<file path="src/rtl/banco_registros_pkg.sv">
// Shared defaults and dump FSM encoding for the general-purpose register bank.
package banco_registros_pkg;

  localparam int DATA_W_DEF = 32;
  localparam int ADDR_W_DEF = 5;

  function automatic int nreg_of(input int aw);
    return 1 << aw;
  endfunction

  typedef enum logic [1:0] {
    ST_IDLE = 2'd0,
    ST_SEND = 2'd1,
    ST_DONE = 2'd2
  } dump_state_e;

endpackage

</file>
<file path="src/rtl/banco_dump_ctrl.sv">
// Dump sequencer: walks the bank one register per valid/ready beat,
// reading through the bank's third (bypassed) read port.
module banco_dump_ctrl
  import banco_registros_pkg::*;
#(
  parameter int DATA_W = DATA_W_DEF,
  parameter int ADDR_W = ADDR_W_DEF,
  parameter int NREG   = nreg_of(ADDR_W)
) (
  input  logic              clk,
  input  logic              rst_n,
  input  logic              dump_start,
  input  logic              dump_ready,
  output logic [ADDR_W-1:0] rd_addr,
  input  logic [DATA_W-1:0] rd_data,
  output logic              dump_valid,
  output logic [ADDR_W-1:0] dump_addr,
  output logic [DATA_W-1:0] dump_data,
  output logic              dump_busy,
  output logic              dump_done
);

  localparam logic [ADDR_W-1:0] LAST = ADDR_W'(NREG - 1);

  dump_state_e       state_q, state_d;
  logic [ADDR_W-1:0] ptr_q, ptr_d;
  logic [DATA_W-1:0] data_q, data_d;

  always_comb begin
    state_d    = state_q;
    ptr_d      = ptr_q;
    data_d     = data_q;
    rd_addr    = ptr_q + ADDR_W'(1);
    dump_valid = 1'b0;
    dump_busy  = 1'b0;
    dump_done  = 1'b0;
    case (state_q)
      ST_IDLE: begin
        rd_addr = '0;
        if (dump_start) begin
          state_d = ST_SEND;
          ptr_d   = '0;
          data_d  = rd_data;
        end
      end
      ST_SEND: begin
        dump_valid = 1'b1;
        dump_busy  = 1'b1;
        // Beat is captured, not live: later writes to the same register
        // must not disturb a beat that is waiting on backpressure.
        if (dump_ready) begin
          if (ptr_q == LAST) begin
            state_d = ST_DONE;
          end else begin
            ptr_d  = ptr_q + ADDR_W'(1);
            data_d = rd_data;
          end
        end
      end
      ST_DONE: begin
        dump_done = 1'b1;
        state_d   = ST_IDLE;
      end
      default: state_d = ST_IDLE;
    endcase
  end

  always_ff @(posedge clk or negedge rst_n) begin
    if (!rst_n) begin
      state_q <= ST_IDLE;
      ptr_q   <= '0;
      data_q  <= '0;
    end else begin
      state_q <= state_d;
      ptr_q   <= ptr_d;
      data_q  <= data_d;
    end
  end

  assign dump_addr = ptr_q;
  assign dump_data = data_q;

endmodule

</file>
<file path="src/rtl/banco_registros.sv">
// Register bank: one write port, two combinational read ports with
// write-through bypass, r0 hardwired to zero, plus a sequential dump port.
module banco_registros
  import banco_registros_pkg::*;
#(
  parameter int DATA_W = DATA_W_DEF,
  parameter int ADDR_W = ADDR_W_DEF,
  parameter int NREG   = nreg_of(ADDR_W)
) (
  input  logic              clk,
  input  logic              rst_n,
  input  logic              we,
  input  logic [ADDR_W-1:0] wa,
  input  logic [DATA_W-1:0] wd,
  input  logic [ADDR_W-1:0] ra1,
  input  logic [ADDR_W-1:0] ra2,
  output logic [DATA_W-1:0] rd1,
  output logic [DATA_W-1:0] rd2,
  input  logic              dump_start,
  input  logic              dump_ready,
  output logic              dump_valid,
  output logic [ADDR_W-1:0] dump_addr,
  output logic [DATA_W-1:0] dump_data,
  output logic              dump_busy,
  output logic              dump_done
);

  localparam int NPORT = 3;

  logic [DATA_W-1:0] regs_q [NREG];
  logic [DATA_W-1:0] regs_d [NREG];
  logic [ADDR_W-1:0] rp_addr [NPORT];
  logic [DATA_W-1:0] rp_data [NPORT];
  logic [ADDR_W-1:0] dmp_raddr;

  always_comb begin
    regs_d = regs_q;
    if (we && wa != '0) regs_d[wa] = wd;
  end

  always_ff @(posedge clk or negedge rst_n) begin
    if (!rst_n) begin
      for (int i = 0; i < NREG; i++) regs_q[i] <= '0;
    end else begin
      regs_q <= regs_d;
    end
  end

  assign rp_addr[0] = ra1;
  assign rp_addr[1] = ra2;
  assign rp_addr[2] = dmp_raddr;

  // Port 2 is the dump sequencer's private port, so a dump sees the same
  // bypassed value a datapath read would in that cycle.
  for (genvar p = 0; p < NPORT; p++) begin : g_rp
    assign rp_data[p] = (rp_addr[p] == '0)            ? '0 :
                        (we && wa == rp_addr[p])      ? wd :
                                                        regs_q[rp_addr[p]];
  end

  assign rd1 = rp_data[0];
  assign rd2 = rp_data[1];

  banco_dump_ctrl #(
    .DATA_W (DATA_W),
    .ADDR_W (ADDR_W),
    .NREG   (NREG)
  ) u_dump (
    .clk        (clk),
    .rst_n      (rst_n),
    .dump_start (dump_start),
    .dump_ready (dump_ready),
    .rd_addr    (dmp_raddr),
    .rd_data    (rp_data[2]),
    .dump_valid (dump_valid),
    .dump_addr  (dump_addr),
    .dump_data  (dump_data),
    .dump_busy  (dump_busy),
    .dump_done  (dump_done)
  );

endmodule

</file>
<file path="config.mk">
export PLATFORM = sky130hd
export DESIGN_NAME = banco_registros
export DESIGN_NICKNAME = d
export VERILOG_FILES = /design/src/rtl/banco_registros_pkg.sv /design/src/rtl/banco_dump_ctrl.sv /design/src/rtl/banco_registros.sv
export SDC_FILE = /design/constraint.sdc
export NUM_CORES = 2
export LEC_CHECK = 0
export CORE_ASPECT_RATIO = 2
export CORE_UTILIZATION = 61
export DETAILED_ROUTE_END_ITERATION = 7
export GPL_TIMING_DRIVEN = 0
export PLACE_DENSITY = 0.88
export SLEW_MARGIN = 5
export SYNTH_ARGS = -nofsm -noshare
export SYNTH_HDL_FRONTEND = slang
export SYNTH_HIERARCHICAL = 1
export SYNTH_SLANG_ARGS = --single-unit
</file>
<file path="constraint.sdc">
create_clock -name clk -period 4.9 [get_ports clk]
set_clock_uncertainty 0.05 [all_clocks]
set_input_delay 1.225 -clock clk [delete_from_list [all_inputs] [get_ports clk]]
set_output_delay 1.225 -clock clk [all_outputs]
set_load 0.01 [all_outputs]
</file>
==> results.md, run 1 <==
* Status: stopped before the end
* Last stage: 5_1_grt
* Error msg: [ERROR GRT-0116] Global routing finished with congestion. Check the congestion regions in the DRC Viewer.
* Largest family of logic cells by synthesized area: multiplexers
* Chip Height at 470 um
* Remaining global-route overflow at 1476
* Yosys reg bits at 1063
* Clk buf depth at 3
* Seq/Total Area, Yosys at 0.399
* H-tree depth at 3
* Syn nets at 5194
* Post-detail-place hpwl at 280000 um
* Synth async-reset ratio at 1.00
* Post-synthesis compound-gate area fraction at 0.0577
* Post-synth EDFFs at 0
* Die width at 236 um
* Synth Flop Type: dfrtp_1
* Synth top area share at 0.399
* Post-synth top area cell: dfrtp_1
* Global Route Usage Sum at 0.866
* IO Pins at 156
* Top cells by area, synth: dfrtp_1 40%, mux2_2 18%, mux4_2 17%
* Synth Area in Simple Gates at 0.0524
* First-pass GRT wire length at 675000 um
* Post-Syn Area at 66700 um^2
* Adder-cell share of the synthesized area at 0.000375
* CTS Hold Buffers Added at 0
* Synth unique cells at 63
* Placed Area at 70400 um^2
* Post-synthesis mux area share at 0.438
* # port buffers at 150
* Synth Area in XOR/XNOR at 0.00223
* Post-Syn Instances at 5140
* Yosys warns at 6
* Largest net degree at the start of global routing at 164
* # clock sinks at 1063
* Num CTS Buffers at 101
* Avg Cell Area, Syn at 13.0 um^2
* CTS root buf: clkbuf_16
* Initial Utilization at 0.615
* Row count at 171
* Placer Congestion at 1.22
* Number of global-route vias before repair at 72031
==> cells by family after synthesis <==
family / count (synthesis)
fa+ha+maj: 2
simple gates: 735
xor+xnor: 17
compound gates: 562
flops: 1063
mux: 2128
buf+inv: 633
==> metal layers <==
layer	track usage	overflow
met3	0.764	32
met4	0.877	543
met5	0.486	2
met1	0.856	37
met2	0.985	862
==> through the flow <==
step	TNS [ns]	cells	worst slack (ns)	util	hold WS (ns)
after floorplan	0	5140	0.622	-	0.412
after global placement	-	6674	-45.35	0.645	0.425
after detailed placement	-155.36	6690	-2.65	0.649	0.441
after CTS	-0.785	7114	-0.152	0.748	0.354
==> cells in the mapped netlist (all sizes together) (10+ instances only) <==
master / n
dfrtp: 1063
mux2: 1062
mux2i: 550
mux4: 516
buf: 382
clkbuf: 243
nand2: 210
nor2: 205
o22ai: 129
nor3: 97
o21ai: 94
a211oi: 86
a21oi: 68
nor2b: 62
nand3: 44
nor4: 43
a221oi: 41
a22oi: 40
a221o: 29
o2111ai: 22
nor3b: 17
or3: 13
xor2: 12
nand3b: 11
o221ai: 11
o41ai: 10
==> what timing repair did <==
action | in CTS
endpoints found under the setup margin | 94
resized for setup | 1217
gates cloned | 3
buffers inserted | 244
pin swaps | 143
==> inputs of run 2 (changes only) <==
--- a/config.mk
+++ b/config.mk
@@ -5,11 +5,10 @@
 export SDC_FILE = /design/constraint.sdc
 export NUM_CORES = 2
 export LEC_CHECK = 0
-export CORE_ASPECT_RATIO = 2
-export CORE_UTILIZATION = 61
+export CORE_UTILIZATION = 40
 export DETAILED_ROUTE_END_ITERATION = 7
 export GPL_TIMING_DRIVEN = 0
-export PLACE_DENSITY = 0.88
+export PLACE_DENSITY_LB_ADDON = 0.15
 export SLEW_MARGIN = 5
 export SYNTH_ARGS = -nofsm -noshare
 export SYNTH_HDL_FRONTEND = slang
==> run 2 against run 1 <==
The flow now finishes, with violations (DRC, capacitance limit, slew limit, setup timing). Synthesized area stayed put. Synthesized cell count unchanged.
==> results.md, run 2 <==
* Status: finished with violations
* Failing checks: DRC, capacitance limit, slew limit, setup timing
* Synth unique cells at 63
* IO Pins at 156
* Tmin final at 5.27 ns
* Worst path max stage delay at 0.75 ns
* Initial antenna violation count at 47
* Biggest register: regs_q
* Leakage power at 36.4 nW
* Worst R2R Setup Slack at -0.37 ns
* H-tree depth at 4
* Syn nets at 5194
* Reg power frac at 0.244
* CTS root buf: clkbuf_16
* Most frequent cells in the layout: 1063 x dfrtp_1, 1037 x mux2_2, 516 x mux4_2
* Seq/Total Area, Yosys at 0.399
* Largest net degree at the start of global routing at 166
* Avg Cell Area, Syn at 13.0 um^2
* Remaining global-route overflow at 0
* # clock sinks at 1063
* Most frequent cells after synthesis: 1063 x dfrtp_1, 1037 x mux2_2, 550 x mux2i_1, 516 x mux4_2, 243 x clkbuf_1
* Unrepaired setup endpoints after global routing: true
* Type of origin of the critical path: flip-flop
* Max-cap violation count at 1
* Later-pin clock latency in the skew report at 0.85 ns
* Worst-margin pin slew at 1.50 ns
* Row count at 149
* Tot Pwr at 0.0510 W
* # port buffers at 150
* Setup violators final at 59
* Most frequent cell after synthesis: dfrtp_1
* Cell-internal power at 0.0263 W
* PD cells at 598 nW/um^2
* Fmax at 0.190 GHz
* Switch Pwr at 0.0248 W
* Synth Flop Type: dfrtp_1
* DR iter-0 viols at 10255
* First-pass GRT wire length at 559000 um
* Worst-path maximum fanout at 10
* Clk buf depth at 3
* Total wire length at 439000 um
* DR vias at 59614
* Logic pwr share at 0.547
* CTS tree: yes
* Post-Syn Instances at 5140
* Synth top area share at 0.399
* Post-synth top area cell: dfrtp_1
* VDD IR-drop max at 0.000626 V
* DR pass1 iterations at 8
* Layout cells sized above 1 at 0.518
* Post-detail-place hpwl at 303000 um
* Setup TNS at -6.07 ns
* Synth async-reset ratio at 1.00
* Crit path buffers/inverters at 2
* Number of global-route vias before repair at 54617
* Num CTS Buffers at 134
* Chip Height at 410 um
* Yosys reg bits at 1063
* Worst setup margin at -0.366 ns
* Top cells by area, synth: dfrtp_1 40%, mux2_2 18%, mux4_2 17%
* Core Footprint at 165000 um^2
* Most frequent CP cell: ha_1
* Max-slew violations at 1
* Placer Congestion at 1.06
* Crit-path cells: ha_1 -> and3_1 -> ha_1 -> nor2b_4 -> inv_2 -> clkbuf_2 -> nand2_2 -> o21ai_0 -> a211oi_1 -> o22ai_1 -> nor2_1 -> mux2_4
* DRC violation count after routing at 18
* Final hold viol count at 0
* Crit path arrival time at 5.97 ns
* Cell at the slowest stage of the critical path: a211oi_1
* Die width at 410 um
* Fin util at 0.517
* Vias per inst at 7.37
* Antenna viol nets, final at 0
* Relative slew margins at -0.00219
* Final Cycle Share at 1.07
* Number of flip-flops in the largest register at 1024
* Drt wl/cell at 54.3 um
* Tightest hold margin at 0.244 ns
* Fill cell count at 14478
* Post-synth EDFFs at 0
* CTS clk-pin slew, worst paths at 0.06 ns
* Global Route Usage Sum at 0.515
* Crit path capture type: flip-flop
* CP top delay family: simple AND/OR/NAND/NOR gates
* Tightest Hold Check Type: input pin to async pin
* Layout area overhead at 28.0%
* Yosys warns at 6
* Clock power share at 0.208
* WP data required at 5.61 ns
* Setup CP Type: flip-flop to flip-flop
* Initial Utilization at 0.404
* Commonest non-fill, non-tap cell in the layout: dfrtp_1
* Post-Syn Area at 66700 um^2
* DIE AREA at 168000 um^2
* Sw Ratio at 0.485
* Nets at 5814
## run 2: worst paths after layout
path	start	endpoint	cells past startpoint
worst min-delay path	rst_n	regs_q[124]$_DFFE_PN0P_	1
max in group asynchronous	rst_n	regs_q[904]$_DFFE_PN0P_	4
worst max-delay path	u_dump/dump_addr[0]$_DFFE_PN0P_	u_dump/dump_data[21]$_DFFE_PN0P_	12
worst min register to register	u_dump/dump_data[10]$_DFFE_PN0P_	u_dump/dump_data[10]$_DFFE_PN0P_	1
worst max register to register	u_dump/dump_addr[0]$_DFFE_PN0P_	u_dump/dump_data[21]$_DFFE_PN0P_	12
min in group clk	u_dump/dump_data[10]$_DFFE_PN0P_	u_dump/dump_data[10]$_DFFE_PN0P_	1
## run 2: logic make-up after synthesis
group	Yosys count	synth area share
adder cells (fa/ha/maj)	2	0.000375
buffers and inverters	633	0.0509
flip-flops	1063	0.399
AND/OR/NAND/NOR	735	0.0524
multiplexers	2128	0.438
AO/OA/AOI/OAI	562	0.0577
XOR/XNOR	17	0.00223
## run 2: repair_timing
item,in CTS,in global routing
gates cloned,7,1
buffers inserted,224,112
endpoints found under the setup margin,94,70
resized for setup,1346,214
pin swaps,155,91
hold buffers,0,0
endpoints found under the hold margin,0,0
## run 2: final cells by class
cell class | instances | area, um^2 | area share
timing repair buffer | 517 | 5880 | 0.0689
buffer | 592 | 5840 | 0.0684
inverter | 8 | 35.0 | 0.000410
sequential | 1063 | 26600 | 0.312
tap | 2189 | 2740 | 0.0321
multi-input combinational | 3444 | 39700 | 0.465
clock buffer | 186 | 3880 | 0.0455
clock inverter | 50 | 622 | 0.00728
antenna | 41 | 103 | 0.00120
## run 2: worst reg2reg max path, cell delays in order, from the launching register on
cell      delay (ns)
dfrtp_1         0.44
ha_1            0.28
and3_1          0.20
ha_1            0.30
nor2b_4         0.42
inv_2           0.37
clkbuf_2        0.72
nand2_2         0.75
o21ai_0         0.25
a211oi_1        0.76
o22ai_1         0.20
nor2_1          0.26
mux2_4          0.20
## run 2: power by group through the flow
stage                     clock network, W  registers, W  logic, W
final                               0.0106        0.0125    0.0279
after global routing                0.0109        0.0127    0.0269
after CTS                           0.0106        0.0123    0.0255
after detailed placement                 0        0.0125    0.0244
after global placement                   0        0.0125    0.0240
after floorplan                          0        0.0119    0.0122
## run 2: metal layers
metal	track usage	wire length (um)	up-vias
li1	-	-	21000
met1	0.627	159000	31306
met2	0.651	166000	5737
met3	0.310	73100	1529
met4	0.380	39600	42
met5	0.0216	1300	-
## run 2: per-stage QoR
stage	std cells	area, um^2	worst slack, ns
2_1_floorplan	5140	66700	0.622
3_3_place_gp	7479	70900	-49.07
3_5_place_dp	7517	71800	-2.88
4_1_cts	7964	83800	-0.289
5_1_grt	8053	85300	-0.127
6_report	8090	85400	-0.366
Power figures use the tool's default switching activity.
